`config.mk`:
```
export PLATFORM = sky130hd
export DESIGN_NAME = avalon_pipelined_io_slave_flat
export DESIGN_NICKNAME = d
export VERILOG_FILES = /design/src/rtl/avalon_pipelined_io_slave_pkg.sv /design/src/rtl/avalon_pipelined_io_slave_if.sv /design/src/rtl/avalon_rsp_pipe.sv /design/src/rtl/avalon_pipelined_io_slave.sv /design/src/flat_wrapper.sv
export SDC_FILE = /design/constraint.sdc
export NUM_CORES = 1
export LEC_CHECK = 0
export ABC_AREA = 0
export CAP_MARGIN = 20
export CELL_PAD_IN_SITES_DETAIL_PLACEMENT = 0
export CELL_PAD_IN_SITES_GLOBAL_PLACEMENT = 1
export CORE_ASPECT_RATIO = 1.4
export CORE_UTILIZATION = 35
export CTS_CLUSTER_SIZE = 28
export DETAILED_ROUTE_END_ITERATION = 8
export DONT_BUFFER_PORTS = 1
export GPL_TIMING_DRIVEN = 1
export PLACE_DENSITY_LB_ADDON = 0.25
export SLEW_MARGIN = 20
export SYNTH_ARGS = -nofsm -noshare
export SYNTH_HDL_FRONTEND = slang
export SYNTH_SLANG_ARGS = --single-unit
```
`constraint.sdc`:
```
create_clock -name clk -period 3.6 [get_ports clk]
set_input_delay 0.36 -clock clk [delete_from_list [all_inputs] [get_ports clk]]
set_output_delay 0.36 -clock clk [all_outputs]
set_load 0.01 [all_outputs]
```
`src/rtl/avalon_pipelined_io_slave_pkg.sv`:
```
// Shared constants, request decode type and STATUS word packing for the
// pipelined I/O slave.
package avalon_pipelined_io_slave_pkg;

  localparam int unsigned ADDR_W   = 5;
  localparam int unsigned DATA_W   = 32;
  localparam int unsigned BE_W     = DATA_W / 8;
  localparam int unsigned NUM_REGS = 31;

  localparam logic [ADDR_W-1:0] STATUS_ADDR = 5'd31;

  localparam int unsigned ST_RD_LSB   = 0;
  localparam int unsigned ST_WR_LSB   = 8;
  localparam int unsigned ST_PEND_LSB = 16;
  localparam int unsigned ST_ERR_BIT  = 31;

  typedef enum logic [1:0] {
    OP_NONE,
    OP_READ,
    OP_WRITE
  } op_e;

  function automatic logic [DATA_W-1:0] status_word(
    input logic [7:0] rd_count,
    input logic [7:0] wr_count,
    input logic [3:0] pending,
    input logic       err
  );
    logic [DATA_W-1:0] w;
    w = '0;
    w[ST_RD_LSB +: 8]   = rd_count;
    w[ST_WR_LSB +: 8]   = wr_count;
    w[ST_PEND_LSB +: 4] = pending;
    w[ST_ERR_BIT]       = err;
    return w;
  endfunction

endpackage

```
`src/rtl/avalon_pipelined_io_slave_if.sv`:
```
// Avalon-MM pipelined bus bundle between a master and the I/O slave.
interface avalon_pipelined_io_slave_if;
  import avalon_pipelined_io_slave_pkg::*;

  logic [ADDR_W-1:0] address;
  logic [BE_W-1:0]   byteenable;
  logic              read;
  logic              write;
  logic [DATA_W-1:0] writedata;
  logic              waitrequest;
  logic [DATA_W-1:0] readdata;
  logic              readdatavalid;
  logic              endofpacket;

  modport slave (
    input  address, byteenable, read, write, writedata,
    output waitrequest, readdata, readdatavalid, endofpacket
  );

  modport master (
    output address, byteenable, read, write, writedata,
    input  waitrequest, readdata, readdatavalid, endofpacket
  );
endinterface

```
`src/rtl/avalon_rsp_pipe.sv`:
```
// Fixed-depth valid/data/eop shift register carrying read responses.
module avalon_rsp_pipe #(
  parameter int unsigned DEPTH = 3,
  parameter int unsigned WIDTH = 32
) (
  input  logic             clk,
  input  logic             reset,
  input  logic             in_valid,
  input  logic [WIDTH-1:0] in_data,
  input  logic             in_eop,
  output logic             out_valid,
  output logic [WIDTH-1:0] out_data,
  output logic             out_eop
);

  logic [DEPTH-1:0] vld;
  logic [DEPTH-1:0] eop;
  logic [WIDTH-1:0] dat [DEPTH];

  // Data and eop are zeroed on empty slots so the tail never shows stale values.
  always_ff @(posedge clk) begin
    if (reset) begin
      vld <= '0;
      eop <= '0;
      for (int unsigned i = 0; i < DEPTH; i++) begin
        dat[i] <= '0;
      end
    end else begin
      vld[0] <= in_valid;
      eop[0] <= in_valid & in_eop;
      dat[0] <= in_valid ? in_data : '0;
      for (int unsigned i = 1; i < DEPTH; i++) begin
        vld[i] <= vld[i-1];
        eop[i] <= eop[i-1];
        dat[i] <= dat[i-1];
      end
    end
  end

  assign out_valid = vld[DEPTH-1];
  assign out_eop   = eop[DEPTH-1];
  assign out_data  = dat[DEPTH-1];

endmodule

```
`src/rtl/avalon_pipelined_io_slave.sv`:
```
// Avalon-MM pipelined slave: 31 byte-writable registers plus a STATUS word,
// fixed read latency and a bounded number of outstanding reads.
module avalon_pipelined_io_slave
  import avalon_pipelined_io_slave_pkg::*;
#(
  parameter int unsigned       READ_LATENCY = 3,
  parameter int unsigned       MAX_PENDING  = 2,
  parameter logic [ADDR_W-1:0] EOP_ADDR     = 5'd30
) (
  input  logic                      clk,
  input  logic                      reset,
  avalon_pipelined_io_slave_if.slave bus,
  output logic [DATA_W-1:0]         ctrl_out
);

  logic [DATA_W-1:0] regs [NUM_REGS];
  logic [7:0]        rd_count;
  logic [7:0]        wr_count;
  logic [3:0]        pending;
  logic              err;
  logic              reset_hold;

  logic              waitrequest;
  op_e               op;
  logic              is_status;
  logic              conflict;
  logic              st_clear;
  logic [DATA_W-1:0] reg_rd;
  logic [DATA_W-1:0] rd_sample;

  logic              rsp_valid;
  logic [DATA_W-1:0] rsp_data;
  logic              rsp_eop;

  // Depends on registered state and the reset pin only, never on read/write.
  always_comb begin
    waitrequest = reset | reset_hold |
                  ((pending == 4'(MAX_PENDING)) & ~rsp_valid);
  end

  // A simultaneous read and write is handled purely as a write.
  always_comb begin
    op = OP_NONE;
    if (!waitrequest) begin
      if (bus.write) begin
        op = OP_WRITE;
      end else if (bus.read) begin
        op = OP_READ;
      end
    end
  end

  always_comb begin
    is_status = (bus.address == STATUS_ADDR);
    conflict  = (op == OP_WRITE) & bus.read;
    st_clear  = (op == OP_WRITE) & is_status & bus.byteenable[3] &
                bus.writedata[ST_ERR_BIT];
  end

  always_comb begin
    reg_rd = '0;
    for (int unsigned i = 0; i < NUM_REGS; i++) begin
      if (bus.address == 5'(i)) begin
        reg_rd = regs[i];
      end
    end
  end

  // The STATUS read reports rd_count including the read being accepted.
  always_comb begin
    rd_sample = is_status ? status_word(rd_count + 8'd1, wr_count, pending, err)
                          : reg_rd;
  end

  always_ff @(posedge clk) begin
    if (reset) begin
      for (int unsigned i = 0; i < NUM_REGS; i++) begin
        regs[i] <= '0;
      end
    end else if (op == OP_WRITE && !is_status) begin
      for (int unsigned i = 0; i < NUM_REGS; i++) begin
        if (bus.address == 5'(i)) begin
          for (int unsigned b = 0; b < BE_W; b++) begin
            if (bus.byteenable[b]) begin
              regs[i][8*b +: 8] <= bus.writedata[8*b +: 8];
            end
          end
        end
      end
    end
  end

  always_ff @(posedge clk) begin
    if (reset) begin
      rd_count   <= '0;
      wr_count   <= '0;
      pending    <= '0;
      err        <= 1'b0;
      reset_hold <= 1'b1;
    end else begin
      reset_hold <= 1'b0;

      if (op == OP_READ && !rsp_valid) begin
        pending <= pending + 4'd1;
      end else if (op != OP_READ && rsp_valid) begin
        pending <= pending - 4'd1;
      end

      if (st_clear) begin
        rd_count <= '0;
        wr_count <= '0;
        err      <= 1'b0;
      end else begin
        if (op == OP_READ)  rd_count <= rd_count + 8'd1;
        if (op == OP_WRITE) wr_count <= wr_count + 8'd1;
        if (conflict)       err      <= 1'b1;
      end
    end
  end

  avalon_rsp_pipe #(
    .DEPTH (READ_LATENCY),
    .WIDTH (DATA_W)
  ) u_rsp_pipe (
    .clk       (clk),
    .reset     (reset),
    .in_valid  (op == OP_READ),
    .in_data   (rd_sample),
    .in_eop    (bus.address == EOP_ADDR),
    .out_valid (rsp_valid),
    .out_data  (rsp_data),
    .out_eop   (rsp_eop)
  );

  assign bus.waitrequest   = waitrequest;
  assign bus.readdatavalid = rsp_valid;
  assign bus.readdata      = rsp_valid ? rsp_data : '0;
  assign bus.endofpacket   = rsp_valid & rsp_eop;
  assign ctrl_out          = regs[0];

endmodule

```
`src/flat_wrapper.sv`:
```
// flat-port wrapper written by rule: the top's interface ports become plain ports
module avalon_pipelined_io_slave_flat import avalon_pipelined_io_slave_pkg::*;
#(
  parameter int unsigned       READ_LATENCY = 3,
  parameter int unsigned       MAX_PENDING  = 2,
  parameter logic [ADDR_W-1:0] EOP_ADDR     = 5'd30
)
  (clk, reset, ctrl_out, bus_address, bus_byteenable, bus_read, bus_write, bus_writedata, bus_waitrequest, bus_readdata, bus_readdatavalid, bus_endofpacket);
  avalon_pipelined_io_slave_if bus_i ();
  input  logic clk;
  input  logic reset;
  output logic [DATA_W-1:0] ctrl_out;
  input wire logic [$bits(bus_i.address)-1:0] bus_address;
  input wire logic [$bits(bus_i.byteenable)-1:0] bus_byteenable;
  input wire logic [$bits(bus_i.read)-1:0] bus_read;
  input wire logic [$bits(bus_i.write)-1:0] bus_write;
  input wire logic [$bits(bus_i.writedata)-1:0] bus_writedata;
  output wire logic [$bits(bus_i.waitrequest)-1:0] bus_waitrequest;
  output wire logic [$bits(bus_i.readdata)-1:0] bus_readdata;
  output wire logic [$bits(bus_i.readdatavalid)-1:0] bus_readdatavalid;
  output wire logic [$bits(bus_i.endofpacket)-1:0] bus_endofpacket;
  assign bus_i.address = bus_address;
  assign bus_i.byteenable = bus_byteenable;
  assign bus_i.read = bus_read;
  assign bus_i.write = bus_write;
  assign bus_i.writedata = bus_writedata;
  assign bus_waitrequest = bus_i.waitrequest;
  assign bus_readdata = bus_i.readdata;
  assign bus_readdatavalid = bus_i.readdatavalid;
  assign bus_endofpacket = bus_i.endofpacket;
  avalon_pipelined_io_slave #(.READ_LATENCY(READ_LATENCY), .MAX_PENDING(MAX_PENDING), .EOP_ADDR(EOP_ADDR)) u_core (.clk(clk), .reset(reset), .bus(bus_i), .ctrl_out(ctrl_out));
endmodule
```
Yosys cells after proc, flatten, opt, wreduce, memory -nomap -nowiden
Memory sizes are Yosys's and may differ from the RTL's.
Index checks and enable logic that the tools add are counted.
{"block": "classes", "muxes": 669, "reduce_logical": 8, "n_addsub": 4, "div": 0, "bitwise": 137, "multipliers": 0, "n_lt_le_gt_ge": 0, "shifts": 0, "eq_ne": 35}
{"op": "32-bit 2-to-1 mux", "count": 37}
{"op": "8-bit 2-to-1 mux", "count": 124}
{"op": "1-bit 2-to-1 mux", "count": 504}
{"op": "1-bit bitwise OR", "count": 129}
{"op": "5-bit == test, second input constant", "count": 16}
{"op": "5-bit by 4-bit == test with 1-bit output, second input constant", "count": 8}
{"op": "5-bit by 3-bit == test with 1-bit output, second input constant", "count": 4}
{"op": "8-bit by 1-bit adder with 8-bit output, second input constant", "count": 2}
{"op": "5-bit by 2-bit == test with 1-bit output, second input constant", "count": 2}
{"op": "4-bit 2-to-1 mux", "count": 2}
{"op": "1-bit bitwise AND", "count": 7}
{"op": "5-bit by 1-bit == test with 1-bit output, second input constant", "count": 1}
{"op": "5-bit zero test", "count": 1}
{"op": "4-bit by 1-bit adder with 4-bit output, second input constant", "count": 1}
{"op": "4-bit by 2-bit == test with 1-bit output, second input constant", "count": 1}
{"op": "2-bit 2-to-1 mux", "count": 2}
{"op": "4-bit by 1-bit subtractor with 4-bit output, second input constant", "count": 1}
{"op": "1-bit logical AND", "count": 3}
{"op": "2-bit by 1-bit == test with 1-bit output, second input constant", "count": 1}
{"op": "2-bit == test, second input constant", "count": 1}
{"op": "1-bit zero test", "count": 2}
{"op": "2-bit by 1-bit inequality test with 1-bit output, second input constant", "count": 1}
{"op": "2-bit nonzero test", "count": 1}
{"op": "2-bit OR reduction", "count": 1}
{"op": "1-bit NOT", "count": 1}
{"block": "word_totals", "elab_cells": 862, "latchBits": 0, "mem_bits_rw": 1088, "in_bits": 45, "mem_bits_ro": 0, "memories": 2, "register_bits": 28, "out_inout_bits": 67}
{"memory": "u_core.regs", "words": 31, "width": 32, "read_ports": 31, "rd_clocked_by_memory_dff": 0, "wr": 31, "line": "avalon_pipelined_io_slave.sv:16", "text": "logic [DATA_W-1:0] regs [NUM_REGS];"}
{"memory": "u_core.u_rsp_pipe.dat", "words": 3, "width": 32, "read_ports": 3, "rd_clocked_by_memory_dff": 0, "wr": 3, "line": "avalon_rsp_pipe.sv:18", "text": "logic [WIDTH-1:0] dat [DEPTH];"}

Depth between registers and ports, before layout
{"block": "depth", "ltp_word": 35, "depth_mapped": 13, "depth_no_buf": 12}

Modules after synthesis
Synthesis repeated with hierarchy kept, for this count alone.
{"block": "unflattened", "hier_cells": 3753, "area_unflattened_um2": 47121.4}
{"mod": "avalon_pipelined_io_slave", "area_each_um2": 44052.2, "seq_area_each_um2": 30229.0, "n_inst": 1, "cells_per_inst": 3503}
{"mod": "avalon_rsp_pipe", "area_each_um2": 3069.2, "seq_area_each_um2": 2042.0, "n_inst": 1, "cells_per_inst": 250}

Least setup slack after synthesis
Ideal clock, no wire load.
{"block": "synth_timing", "path_type": "register to register", "from": "reg u_core.u_rsp_pipe.vld[2]", "to": "reg u_core.pending[3]", "slack_ns": 0.692, "synth_period_minus_slack_ns": 2.908, "stages_incl_launch_ff": 14, "n_path_buf": 1, "required_time_ns": 3.529, "arrival_time_ns": 2.838, "setup_ns": 0.071, "path_cell_list": "dfxtp_1 > inv_1 > a211o_1 > nand3b_1 > inv_1 > buf_1 > ha_1 > inv_1 > ha_1 > a21o_1 > a21oi_1 > xnor2_1 > or3_1 > a21oi_1"}
{"block": "synth_via", "elab_chain_cells": 7, "word_cells_on_any_way": 11, "cone_classes": "eq/ne: 2; mux: 2; bitwise: 3; reduce/logical: 4"}
{"element": "start: declaration", "line": "avalon_rsp_pipe.sv:16", "text": "logic [DEPTH-1:0] vld;"}
{"element": "start signal: indexed assignment", "line": "avalon_rsp_pipe.sv:33", "text": "vld[i] <= vld[i-1];"}
{"element": "1-bit NOT (*)", "line": "avalon_pipelined_io_slave.sv:38", "text": "((pending == 4'(MAX_PENDING)) & ~rsp_valid);"}
{"element": "1-bit bitwise AND (*)", "line": "avalon_pipelined_io_slave.sv:38"}
{"element": "1-bit bitwise OR (*)", "line": "avalon_pipelined_io_slave.sv:37", "text": "waitrequest = reset | reset_hold |"}
{"element": "net bus_waitrequest", "line": "flat_wrapper.sv:18", "text": "output wire logic [$bits(bus_i.waitrequest)-1:0] bus_waitrequest;"}
{"element": "2-bit 2-to-1 mux (*)", "line": "avalon_pipelined_io_slave.sv:44", "text": "if (!waitrequest) begin"}
{"element": "2-bit by 1-bit == test with 1-bit output (*)"}
{"element": "net u_core.u_rsp_pipe.in_valid", "line": "avalon_rsp_pipe.sv:8", "text": "input logic in_valid,"}
{"element": "1-bit logical AND (*)", "line": "avalon_pipelined_io_slave.sv:103", "text": "if (op == OP_READ && !rsp_valid) begin"}
{"element": "4-bit 2-to-1 mux / 2-bit nonzero test (equally long branches)"}
{"element": "end signal: assignment", "line": "avalon_pipelined_io_slave.sv:104", "text": "pending <= pending + 4'd1;"}
{"element": "end signal: assignment", "line": "avalon_pipelined_io_slave.sv:106", "text": "pending <= pending - 4'd1;"}
{"element": "end: declaration", "line": "avalon_pipelined_io_slave.sv:19", "text": "logic [3:0] pending;"}
Mark *: on every way through the listed nets, which the timed path passes. The rest lies on a longest branch.
A chain may end at the register's enable or synchronous reset.

==> metrics.md <==
| Metric | Value |
|---|---|
| Power, Total | 28100 µW |
| Lkg Pwr | 0.0186 µW |
| Final setup vio count | 0 |
| Clock tree buffer depth | 3 |
| Max Clock Skew | 0.0451 ns |
| Post-synth EDFFs | 992 |
| Routed vias/inst | 5.76 |
| Worst slack, placed | -0.00516 ns |
| CP arrival | 3.53 ns |
| Sw frac | 23.7% |
| CTS H-tree depth | 3 |
| Outcome | complete, no violations |
| Worst Tran Pin Value | 1.19 ns |
| Die ar. | 0.136 mm² |
| Endpoint class of the critical path | register |
| Top cells by count, synth | edfxtp_1 (992), nor2_1 (730), a21oi_1 (211), nand2_1 (179), o21ai_0 (171) |
| Family with the most delay on the worst path | simple AND/OR/NAND/NOR gates |
| Pint | 21400 µW |
| # clock sinks | 1116 |
| Synth Area in Adders | 0.175% |
| Placed Area | 0.0503 mm² |
| F_max | 335 MHz |
| Multiplexer share of the synthesized area | 1.22% |
| Main combinational cell family by area after synthesis | compound AO/OA/AOI/OAI gates |
| Final WL | 181 mm |
| Die Wd | 312 µm |
| XOR/XNOR Fraction of Synth Area | 0.408% |
| #FFs+latches synth | 1116 |
| ANT nets after route | 0 |
| Worst Path Buf+Inv | 2 |
| Setup CP Type | register to register |
| Drt first pass iters | 6 |
| Final worst-path cycle share | 82.9% |
| HP Class | primary input to register |
| Crit-path cells | nor4b_1, a211o_1, nor2_1, buf_4, and3_1, buf_4, nand2_1, nor2_1 |
| Antenna cells | 0 |
| Final WS setup | 0.616 ns |
| Post-DP HPWL | 124 mm |
| Fillers | 12800 |
| Vias in the first global route | 33100 |
| Synth top area share | 63.1% |
| Unique masters post-synth | 88 |
| Post-layout nets | 3953 |
| Cell Area, Synth | 0.0472 mm² |
| Average cell area after synthesis | 12.3 µm² |
| Max VDD drop | 0.000345 V |
| RSZ-0062 raised after global routing | no |
| Post-synthesis sequential area ratio | 68.4% |
| Synth Warn # | 0 |
| Initial antenna violation count | 5 |
| Placed cells | 5555 |
| Skew-Pair Late Insertion Delay | 0.75 ns |
| Startpoint Class | register |
| Syn Inst Count | 3835 |
| Fin area | 0.0538 mm² |
| WL/cell | 31.4 µm |
| Non-filler instance count after layout | 5767 |
| Seq pwr share | 52.8% |
| Root Buffer | clkbuf_16 |
| Via count of the routed design | 33200 |
| Relative slew slack | 19.4% |
| Die Y | 436 µm |
| Post-route DRC | 0 |
| R2r setup slk | 0.62 ns |
| Synth area leaders | edfxtp_1 (63%), nor2_1 (5.8%), dfxtp_1 (5.3%) |
| GRT Overall Usage | 26.2% |
| Final slew viol count | 0 |
| Synth Area in Compound Gates | 14.3% |
| Largest stage delay, worst path | 0.52 ns |
| DRT iter0 DRCs | 3571 |
| Final hold vios | 0 |
| Tmin final | 2.98 ns |
| Layout cells sized above 1 | 12.3% |
| Largest net degree at the start of global routing | 189 |
| I/O Buffers | 0 |
| Crit path required time | 4.15 ns |
| Gp weighted congestion | 0.884 |
| Worst-path fanout max | 18 |
| I/O Pins | 112 |
| PD cells | 522 mW/mm² |
| MaxCap Viol Count | 0 |
| Worst path slowest cell | nand2_1 |
| Count leader, synth | edfxtp_1 |
| TritonCTS clock tree | yes |
| Post-Synth Simple-Gate Area | 12.3% |
| Switch Pwr | 6640 µW |
| First-pass GRT wire length | 256 mm |
| CTS Buf Count | 110 |
| Asr flop ratio synth | 0% |
| Post-CTS setup buffers | 0 |
| Total gr overflow | 0 |
| Area Growth Syn to Fin | 14.0% |
| Core area | 0.134 mm² |
| Post-synth top area cell | edfxtp_1 |
| Comb pwr share | 6.5% |
| Initial core utilization | 35.2% |
| Syn Nets | 3886 |
| Primary FF master, synth | edfxtp_1 |
| Rows | 159 |
| Reg clk slew, reported paths | 0.06 ns |
| Clock power share | 40.7% |
[stage by stage]
stage	setup TNS [ns]	hold slack, ns	utilization, %
after floorplan	0	0.388	-
after global placement	0	0.421	37.5
after detailed placement	-0.00516	0.422	37.5
after CTS	0	0.00104	40.2
after global routing	0	0.0325	40.2
final	0	0.0391	40.2
[path summary, 6_finish.rpt]
check / startpoint / to / cells past startpoint
worst max-delay path: u_core.pending[0] / u_core.regs[4][15] / 8
worst min-delay path: reset / u_core.regs[29][1] / 2
worst max register to register: u_core.pending[0] / u_core.regs[4][15] / 8
worst min register to register: u_core.u_rsp_pipe.vld[0] / u_core.u_rsp_pipe.vld[1] / 1
[placed cells by master, fill, tap and decap left out, drive strengths merged, types with 39 or more instances in the layout]
cell type and instances:
a211oi 44, a21o 143, a21oi 212, a22oi 68, buf 279, clkbuf 147, clkinv 39, dfxtp 124
edfxtp 992, mux2i 43, nand2 179, nor2 738, nor2b 128, nor3 46, o21ai 177, o22ai 85
[flip-flops by register name (all words and copies together) (netlist names)]
signal and flops:
u_core.u_rsp_pipe.eop 3, u_core.regs 992, u_core.reset_hold 1, u_core.err 1, u_core.pending 4, u_core.rd_count 8
u_core.u_rsp_pipe.vld 3, u_core.wr_count 8, u_core.u_rsp_pipe.dat 96
[cell families (layout without fill, tap and decap cells)]
logic type                 count (synthesis)  in the layout
adders and majority gates                  6              6
buffers and inverters                    347            508
xor gates and xnor gates                  22             22
AOI/OAI and AO/OA                       1001           1001
and+or+nand+nor                         1288           1288
muxes                                     55             55
DFF                                     1116           1116
[power groups by stage]
| stage | Combinational (µW) | Sequential [µW] | Clock (µW) |
|---|---|---|---|
| 3_3_place_gp | 1750 | 15100 | 0 |
| 6_report | 1820 | 14800 | 11400 |
| 5_1_grt | 1880 | 14900 | 12000 |
| 2_1_floorplan | 1030 | 15000 | 0 |
| 3_5_place_dp | 1760 | 15100 | 0 |
| 4_1_cts | 1790 | 14800 | 11500 |
[cell type report]
class                           count  area, µm²  share of cell area (%)
Timing Repair Buffer              284       2330                    4.33
Inverter                           18       67.6                   0.126
Sequential cell                  1116      32300                    60.0
Clock inverter                     59        478                   0.889
Tap cell                         1771       2220                    4.12
Multi-Input combinational cell   2372      13500                    25.0
Clock buffer                      147       2970                    5.53
[metal layers]
layer / part of all wire [%] / routed length (µm) / GRT usage, %
met3: 6.6 / 11900 / 3.90
met5: 0.0061 / 11 / 0
met2: 49 / 89600 / 44.7
met4: 5.2 / 9370 / 13.0
met1: 39 / 70200 / 32.2
[timing repair]
action | 4_1_cts | 5_1_grt
endpoints found under the hold margin | 81 | 13
resized for setup | 0 | 0
setup endpoints to repair | 0 | 0
hold buffers | 5 | 1
Power figures use the tool's default switching activity.
